==> src/rtl/bounded_updown_counter_if.sv <==
// bounded_updown_counter_if: control and status bundle for the bounded up/down counter
interface bounded_updown_counter_if #(parameter int N = 8, parameter int S = 8);
  logic syn_clr, load, start, en, up;
  logic [N-1:0] load_val, lo_lim, hi_lim, cnt;
  logic [S-1:0] step;
  logic [1:0] mode;
  logic max_tick, min_tick, wrap_pulse, done, busy, cfg_err;
  modport master(
    output syn_clr, load, load_val, start, en, up, step, lo_lim, hi_lim, mode,
    input cnt, max_tick, min_tick, wrap_pulse, done, busy, cfg_err
  );
  modport slave(
    input syn_clr, load, load_val, start, en, up, step, lo_lim, hi_lim, mode,
    output cnt, max_tick, min_tick, wrap_pulse, done, busy, cfg_err
  );
endinterface

==> src/rtl/bounded_updown_counter.sv <==
// bounded_updown_counter: up/down counter with programmable limits, step and wrap/saturate/one-shot modes
module bounded_updown_counter #(parameter int N = 8, parameter int S = 8) (
  input logic clk,
  input logic rst_n,
  bounded_updown_counter_if.slave bus
);
  typedef enum logic [1:0] {IDLE, RUN, DONE} state_t;
  state_t state, state_nxt;
  logic [N-1:0] cnt, cnt_nxt, ld_lo, ld, nxt_in;
  logic wrap_pulse, wrap_nxt, done, done_nxt;
  logic [N:0] cnt_x, lo_x, hi_x, step_x, sum, dif, lo_step;
  logic count, over, land, stray, wrap_m, shot_m;
  assign cnt_x = {1'b0, cnt};
  assign lo_x = {1'b0, bus.lo_lim};
  assign hi_x = {1'b0, bus.hi_lim};
  assign step_x = {{(N + 1 - S){1'b0}}, bus.step};
  assign sum = cnt_x + step_x;
  assign dif = cnt_x - step_x;
  assign lo_step = lo_x + step_x;
  assign over = bus.up ? sum > hi_x : cnt_x < lo_step;
  assign land = bus.up ? sum == hi_x : cnt_x == lo_step;
  assign nxt_in = bus.up ? sum[N-1:0] : dif[N-1:0];
  // cnt left outside the range by a limit change is snapped to the bound it violates
  assign stray = cnt < bus.lo_lim || cnt > bus.hi_lim;
  assign wrap_m = bus.mode == 2'd0 || bus.mode == 2'd3;
  assign shot_m = bus.mode == 2'd2;
  assign ld_lo = bus.load_val < bus.lo_lim ? bus.lo_lim : bus.load_val;
  assign ld = ld_lo > bus.hi_lim ? bus.hi_lim : ld_lo;
  assign bus.cfg_err = bus.lo_lim > bus.hi_lim;
  assign count = state == RUN && bus.en && !bus.cfg_err && bus.step != '0;
  always_comb begin
    state_nxt = state;
    cnt_nxt = cnt;
    wrap_nxt = 1'b0;
    done_nxt = done;
    if (bus.syn_clr) begin
      state_nxt = IDLE;
      cnt_nxt = bus.up ? bus.lo_lim : bus.hi_lim;
      done_nxt = 1'b0;
    end else if (bus.load) begin
      state_nxt = state == DONE ? IDLE : state;
      cnt_nxt = ld;
      done_nxt = 1'b0;
    end else begin
      if (state == IDLE && bus.start) state_nxt = RUN;
      if (count) begin
        if (stray) cnt_nxt = cnt < bus.lo_lim ? bus.lo_lim : bus.hi_lim;
        else if (over) begin
          cnt_nxt = (wrap_m ^ bus.up) ? bus.hi_lim : bus.lo_lim;
          wrap_nxt = wrap_m;
        end else cnt_nxt = nxt_in;
        if (!stray && shot_m && (over || land)) begin
          done_nxt = 1'b1;
          state_nxt = DONE;
        end
      end
    end
  end
  always_ff @(posedge clk or negedge rst_n) begin
    if (!rst_n) begin
      state <= IDLE;
      cnt <= '0;
      wrap_pulse <= 1'b0;
      done <= 1'b0;
    end else begin
      state <= state_nxt;
      cnt <= cnt_nxt;
      wrap_pulse <= wrap_nxt;
      done <= done_nxt;
    end
  end
  assign bus.cnt = cnt;
  assign bus.wrap_pulse = wrap_pulse;
  assign bus.done = done;
  assign bus.busy = state == RUN;
  assign bus.max_tick = cnt == bus.hi_lim;
  assign bus.min_tick = cnt == bus.lo_lim;
endmodule
==> src/flat_wrapper.sv <==
// flat-port wrapper written by rule: the top's interface ports become plain ports
module bounded_updown_counter_flat 
#(parameter int N = 8, parameter int S = 8)
  (clk, rst_n, bus_syn_clr, bus_load, bus_load_val, bus_start, bus_en, bus_up, bus_step, bus_lo_lim, bus_hi_lim, bus_mode, bus_cnt, bus_max_tick, bus_min_tick, bus_wrap_pulse, bus_done, bus_busy, bus_cfg_err);
  bounded_updown_counter_if #(.N(N), .S(S)) bus_i ();
  input logic clk;
  input logic rst_n;
  input wire logic [$bits(bus_i.syn_clr)-1:0] bus_syn_clr;
  input wire logic [$bits(bus_i.load)-1:0] bus_load;
  input wire logic [$bits(bus_i.load_val)-1:0] bus_load_val;
  input wire logic [$bits(bus_i.start)-1:0] bus_start;
  input wire logic [$bits(bus_i.en)-1:0] bus_en;
  input wire logic [$bits(bus_i.up)-1:0] bus_up;
  input wire logic [$bits(bus_i.step)-1:0] bus_step;
  input wire logic [$bits(bus_i.lo_lim)-1:0] bus_lo_lim;
  input wire logic [$bits(bus_i.hi_lim)-1:0] bus_hi_lim;
  input wire logic [$bits(bus_i.mode)-1:0] bus_mode;
  output wire logic [$bits(bus_i.cnt)-1:0] bus_cnt;
  output wire logic [$bits(bus_i.max_tick)-1:0] bus_max_tick;
  output wire logic [$bits(bus_i.min_tick)-1:0] bus_min_tick;
  output wire logic [$bits(bus_i.wrap_pulse)-1:0] bus_wrap_pulse;
  output wire logic [$bits(bus_i.done)-1:0] bus_done;
  output wire logic [$bits(bus_i.busy)-1:0] bus_busy;
  output wire logic [$bits(bus_i.cfg_err)-1:0] bus_cfg_err;
  assign bus_i.syn_clr = bus_syn_clr;
  assign bus_i.load = bus_load;
  assign bus_i.load_val = bus_load_val;
  assign bus_i.start = bus_start;
  assign bus_i.en = bus_en;
  assign bus_i.up = bus_up;
  assign bus_i.step = bus_step;
  assign bus_i.lo_lim = bus_lo_lim;
  assign bus_i.hi_lim = bus_hi_lim;
  assign bus_i.mode = bus_mode;
  assign bus_cnt = bus_i.cnt;
  assign bus_max_tick = bus_i.max_tick;
  assign bus_min_tick = bus_i.min_tick;
  assign bus_wrap_pulse = bus_i.wrap_pulse;
  assign bus_done = bus_i.done;
  assign bus_busy = bus_i.busy;
  assign bus_cfg_err = bus_i.cfg_err;
  bounded_updown_counter #(.N(N), .S(S)) u_core (.clk(clk), .rst_n(rst_n), .bus(bus_i));
endmodule
==> config.mk <==
export PLATFORM = sky130hd
export DESIGN_NAME = bounded_updown_counter_flat
export DESIGN_NICKNAME = d
export VERILOG_FILES = /design/src/rtl/bounded_updown_counter_if.sv /design/src/rtl/bounded_updown_counter.sv /design/src/flat_wrapper.sv
export SDC_FILE = /design/constraint.sdc
export NUM_CORES = 1
export LEC_CHECK = 0
export ABC_AREA = 1
export CELL_PAD_IN_SITES_DETAIL_PLACEMENT = 1
export CELL_PAD_IN_SITES_GLOBAL_PLACEMENT = 1
export CORE_MARGIN = 1.5
export CORE_UTILIZATION = 40
export CTS_BUF_LIST = sky130_fd_sc_hd__clkbuf_2
export CTS_CLUSTER_DIAMETER = 100
export DETAILED_ROUTE_END_ITERATION = 10
export PLACE_DENSITY = 0.82
export SKIP_CTS_REPAIR_TIMING = 1
export SLEW_MARGIN = 30
export SYNTH_ARGS = -nofsm -noshare
export SYNTH_HDL_FRONTEND = slang
export SYNTH_SLANG_ARGS = --single-unit
==> constraint.sdc <==
create_clock -name clk -period 3.5 [get_ports clk]
set_input_delay 1.05 -clock clk [delete_from_list [all_inputs] [get_ports clk]]
set_output_delay 1.05 -clock clk [all_outputs]
set_load 0.05 [all_outputs]
==> results of run 1 <==
==> power groups by stage <==
stage               logic [mW]  clock network [mW]  registers (mW)
global placement          1.48                   0           0.217
global route              2.34              0.0961           0.231
floorplan                0.887                   0           0.263
detailed placement        1.57                   0           0.220
finish                    2.25              0.0896           0.232
CTS                       1.59              0.0795           0.217
==> path summary, 6_finish.rpt <==
| check | from | to |
|---|---|---|
| worst min-delay path | u_core.bus.done | u_core.bus.done |
| worst max-delay path | bus_lo_lim[7] | u_core.bus.cnt[6] |
| min in group asynchronous | rst_n | u_core.state[0] |
| worst max register to register | u_core.bus.cnt[0] | u_core.bus.cnt[0] |
| worst min register to register | u_core.bus.done | u_core.bus.done |
| max in group asynchronous | rst_n | u_core.bus.cnt[4] |
==> layout make-up <==
cell class,instances,area [sq um]
Clock inverter,1,3.75
Tap cell,108,135
Clock buffer,3,15.0
Timing Repair Buffer,179,1600
Sequential cell,12,300
Multi-Input combinational cell,469,3700
Fill cell,1047,2770
Inverter,73,274
==> per-layer routing <==
layer  wire length (um)  vias to the layer above
li1                   -                     2257
met1               8410                     2655
met2              11100                      407
met3               2200                      212
met4               2310                        2
met5                 13                        -
==> synthesized netlist by cell type (4+ instances only) <==
master / count / share of area
ha_1: 79 / 0.27
o21ai_0: 48 / 0.065
xnor2_1: 5 / 0.012
a21oi_1: 55 / 0.075
nand4_1: 9 / 0.015
a31oi_1: 4 / 0.0068
inv_1: 70 / 0.072
xor2_1: 6 / 0.014
o21bai_1: 4 / 0.0082
nand3_1: 34 / 0.046
o21a_1: 13 / 0.027
dfrtp_1: 12 / 0.082
clkbuf_1: 4 / 0.0041
o21ai_1: 4 / 0.0055
nor2_1: 39 / 0.040
a21oi_2: 5 / 0.012
buf_2: 4 / 0.0055
nand3_2: 4 / 0.011
nand2_1: 129 / 0.13
buf_4: 4 / 0.0082
==> worst min-delay path, stage by stage (launching register included) <==
cell     delay [ns]
dfrtp_1        0.43
nand2_1        0.08
o21ai_1        0.07
==> cell families after synthesis <==
family | Yosys count | share of synthesized area
AND/OR/NAND/NOR | 230 | 0.275
AO/OA/AOI/OAI | 144 | 0.228
buffers and inverters | 87 | 0.0986
adder cells (fa/ha/maj) | 82 | 0.286
XOR/XNOR | 12 | 0.0307
flip-flops | 12 | 0.0819
==> per-stage QoR <==
stage | hold slack [ns] | setup TNS [ns] | total power, mW
after CTS | 0.536 | -7.57 | 1.88
final | 0.599 | -3.65 | 2.57
after detailed placement | 0.495 | -11.08 | 1.79
after global placement | 0.491 | -8.88 | 1.69
after floorplan | 0.471 | 0 | 1.15
after global routing | 0.607 | -4.09 | 2.66
==> sequential cells by signal (all words and copies together), names as in the netlist <==
name	count
u_core.bus.done	1
u_core.state	2
u_core.bus.wrap_pulse	1
u_core.bus.cnt	8
==> cells in the final DEF (no fill, tap or decap), drive strengths merged <==
cell type and count:
nor2 42, or4 1, buf 131, inv 73
nand4 9, dlymetal6s2s 20, ha 79, fa 3
a211oi 1, o211ai 5, and2 1, dfrtp 12
nand3 38, clkbuf 9, xnor2 5, a31oi 5
o21a 13, nand2 136, xor2 7, clkinv 1
o21bai 4, nor3 2, a21o 1, a21boi 1
o21ai 53, a21oi 60, o31ai 1, nor4 2
clkdlybuf4s50 22
==> flow_metrics.py, run 1 <==
metrics = {
    "clock_tree": {
        "numCtsBuffers": 3,
        "cts_sinks": 12,
        "ctsLongestPathBuffers": 2,
        "htreeDepth": 1,
        "clkLatencyLatePin_ns": 0.33,
        "clkTransAtPathRegs_ns": 0.17,
        "cts-root-buf": "clkbuf_2",
        "tritoncts": "done",
    },
    "setup_path": {
        "cpPeakStageDelay_ns": 0.57,
        "arrival_ns": 4.33,
        "cp.depth": 17,
        "rrSetupSlack_ns": -0.09,
        "path_class": "in -> reg",
        "cp.required_ns": 3.75,
        "timing.critical_path.mode_cell": "a21oi_1",
        "worst-path-buf-inv": 4,
        "critPathSlowestCell": "a21oi_1",
        "crit_path_cell_trace": "dlymetal6s2s_1 -> inv_2 -> ha_4 -> a21oi_1 -> o21a_4 -> nand2_8 -> o21ai_1 -> ha_1 -> nand2_2 -> nor2_4 -> nand2_1 -> o211ai_4 -> buf_6 -> buf_4 -> a21oi_1 -> o21a_1 -> a21oi_2",
        "crit_fanout": 8,
        "cp_top_family": "compound AO/OA/AOI/OAI gates",
        "reg2regPathDepth": 23,
        "cp-start-kind": "primary input",
        "endpoint_kind": "flip-flop",
    },
    "cells_and_area": {
        "syn_to_final_growth_pct": 64.5,
        "final_layout_size_suffix_gt1_frac": 0.379,
        "nNetsFinal": 861,
        "fin_cells": 845,
        "fin_area_sq_um": 6040,
        "finish.utilization": 0.685,
        "antenna-diode-count": 0,
    },
    "die": {
        "die-area_sq_um": 9750,
        "dieWidth_um": 98.8,
        "die_h_um": 98.8,
        "rows": 34,
        "core_sq_um": 8810,
        "ios": 55,
        "initial_core_util": 0.417,
    },
    "flow_run": {
        "maxCapViolCount": 0,
    },
    "yosys": {
        "syn_area_sq_um": 3670,
        "yosys.cell_types.count": 40,
        "synth_nets": 690,
        "synthCells": 567,
        "ys_warn_count": 0,
        "synthArstFlopShare": 1.00,
        "syn_avg_cell_area_sq_um": 6.47,
        "synth_seq_cells": 12,
        "yosysSeqAreaShare": 0.0819,
        "synth_edf_count": 0,
        "synth_flop_cell": "dfrtp_1",
    },
    "global_route": {
        "grt_remaining_overflow": 0,
        "grtUsageTotal": 0.312,
        "grt_antenna_before_repair": 1,
        "met2_usage": 0.605,
        "grt_pass1_wl_um": 24300,
        "grt-busiest-layer": "met2",
        "grt_max_degree": 17,
        "grtUsageMet1": 0.372,
        "grt_pass1_vias": 5013,
        "met3_usage": 0.00922,
    },
    "placed_design": {
        "pre_cts_slack_ns": -0.868,
        "dpl.hpwl_um": 12900,
        "io_buffers": 54,
        "placed_area_sq_um": 5110,
        "place.gp.congestion": 0.967,
        "place_inst": 824,
    },
    "timing": {
        "finalMaxSlewViolations": 0,
        "slew_headroom": 0.512,
        "fmax_mhz": 245,
        "final.setup_skew_ns": 0.0249,
        "worst_slew_pin_slew_ns": 0.731,
        "period_share": 1.17,
        "finalSetupViolCount": 15,
        "hold_viol_final": 0,
        "rsz0062_at_grt": "yes",
        "finalCriticalPeriod_ns": 4.09,
        "worst_slack_ns": -0.587,
    },
    "power_and_ir_drop": {
        "p_comb_frac": 0.875,
        "seqPwrFrac": 0.090,
        "switchingPower_mw": 1.49,
        "intPower_mw": 1.08,
        "clkPwrFrac": 0.035,
        "powerDensity_nw_per_um2": 426,
        "irDropWorstVdd_v": 0.000135,
        "switching_share": 0.580,
        "leakage_nw": 3.07,
    },
    "worst_hold_path": {
        "hold_class": "reg -> reg",
        "whs_path_depth": 2,
    },
    "drt": {
        "drt_first_pass_iters": 8,
        "num_vias": 5533,
        "drt-wirelength-per-cell_um": 28.4,
        "drt_wl_total_um": 24000,
        "final_antenna_net_count": 0,
        "drc": 1,
        "drt_iter0_markers": 367,
        "avgViaCountPerCell": 6.55,
    },
    "outcome": {
        "violations": "design-rule violations, negative setup slack",
        "status": "complete, but fails checks",
    },
}
(Power assumes the default switching activity.)
==> run 2: changes to the inputs <==
--- a/config.mk
+++ b/config.mk
@@ -15,7 +15,6 @@
 export DETAILED_ROUTE_END_ITERATION = 10
 export PLACE_DENSITY = 0.82
 export SKIP_CTS_REPAIR_TIMING = 1
-export SLEW_MARGIN = 30
 export SYNTH_ARGS = -nofsm -noshare
 export SYNTH_HDL_FRONTEND = slang
 export SYNTH_SLANG_ARGS = --single-unit
==> results of run 2 <==
Same layout as run 1: the final DEF is identical, and so are final timing and power.
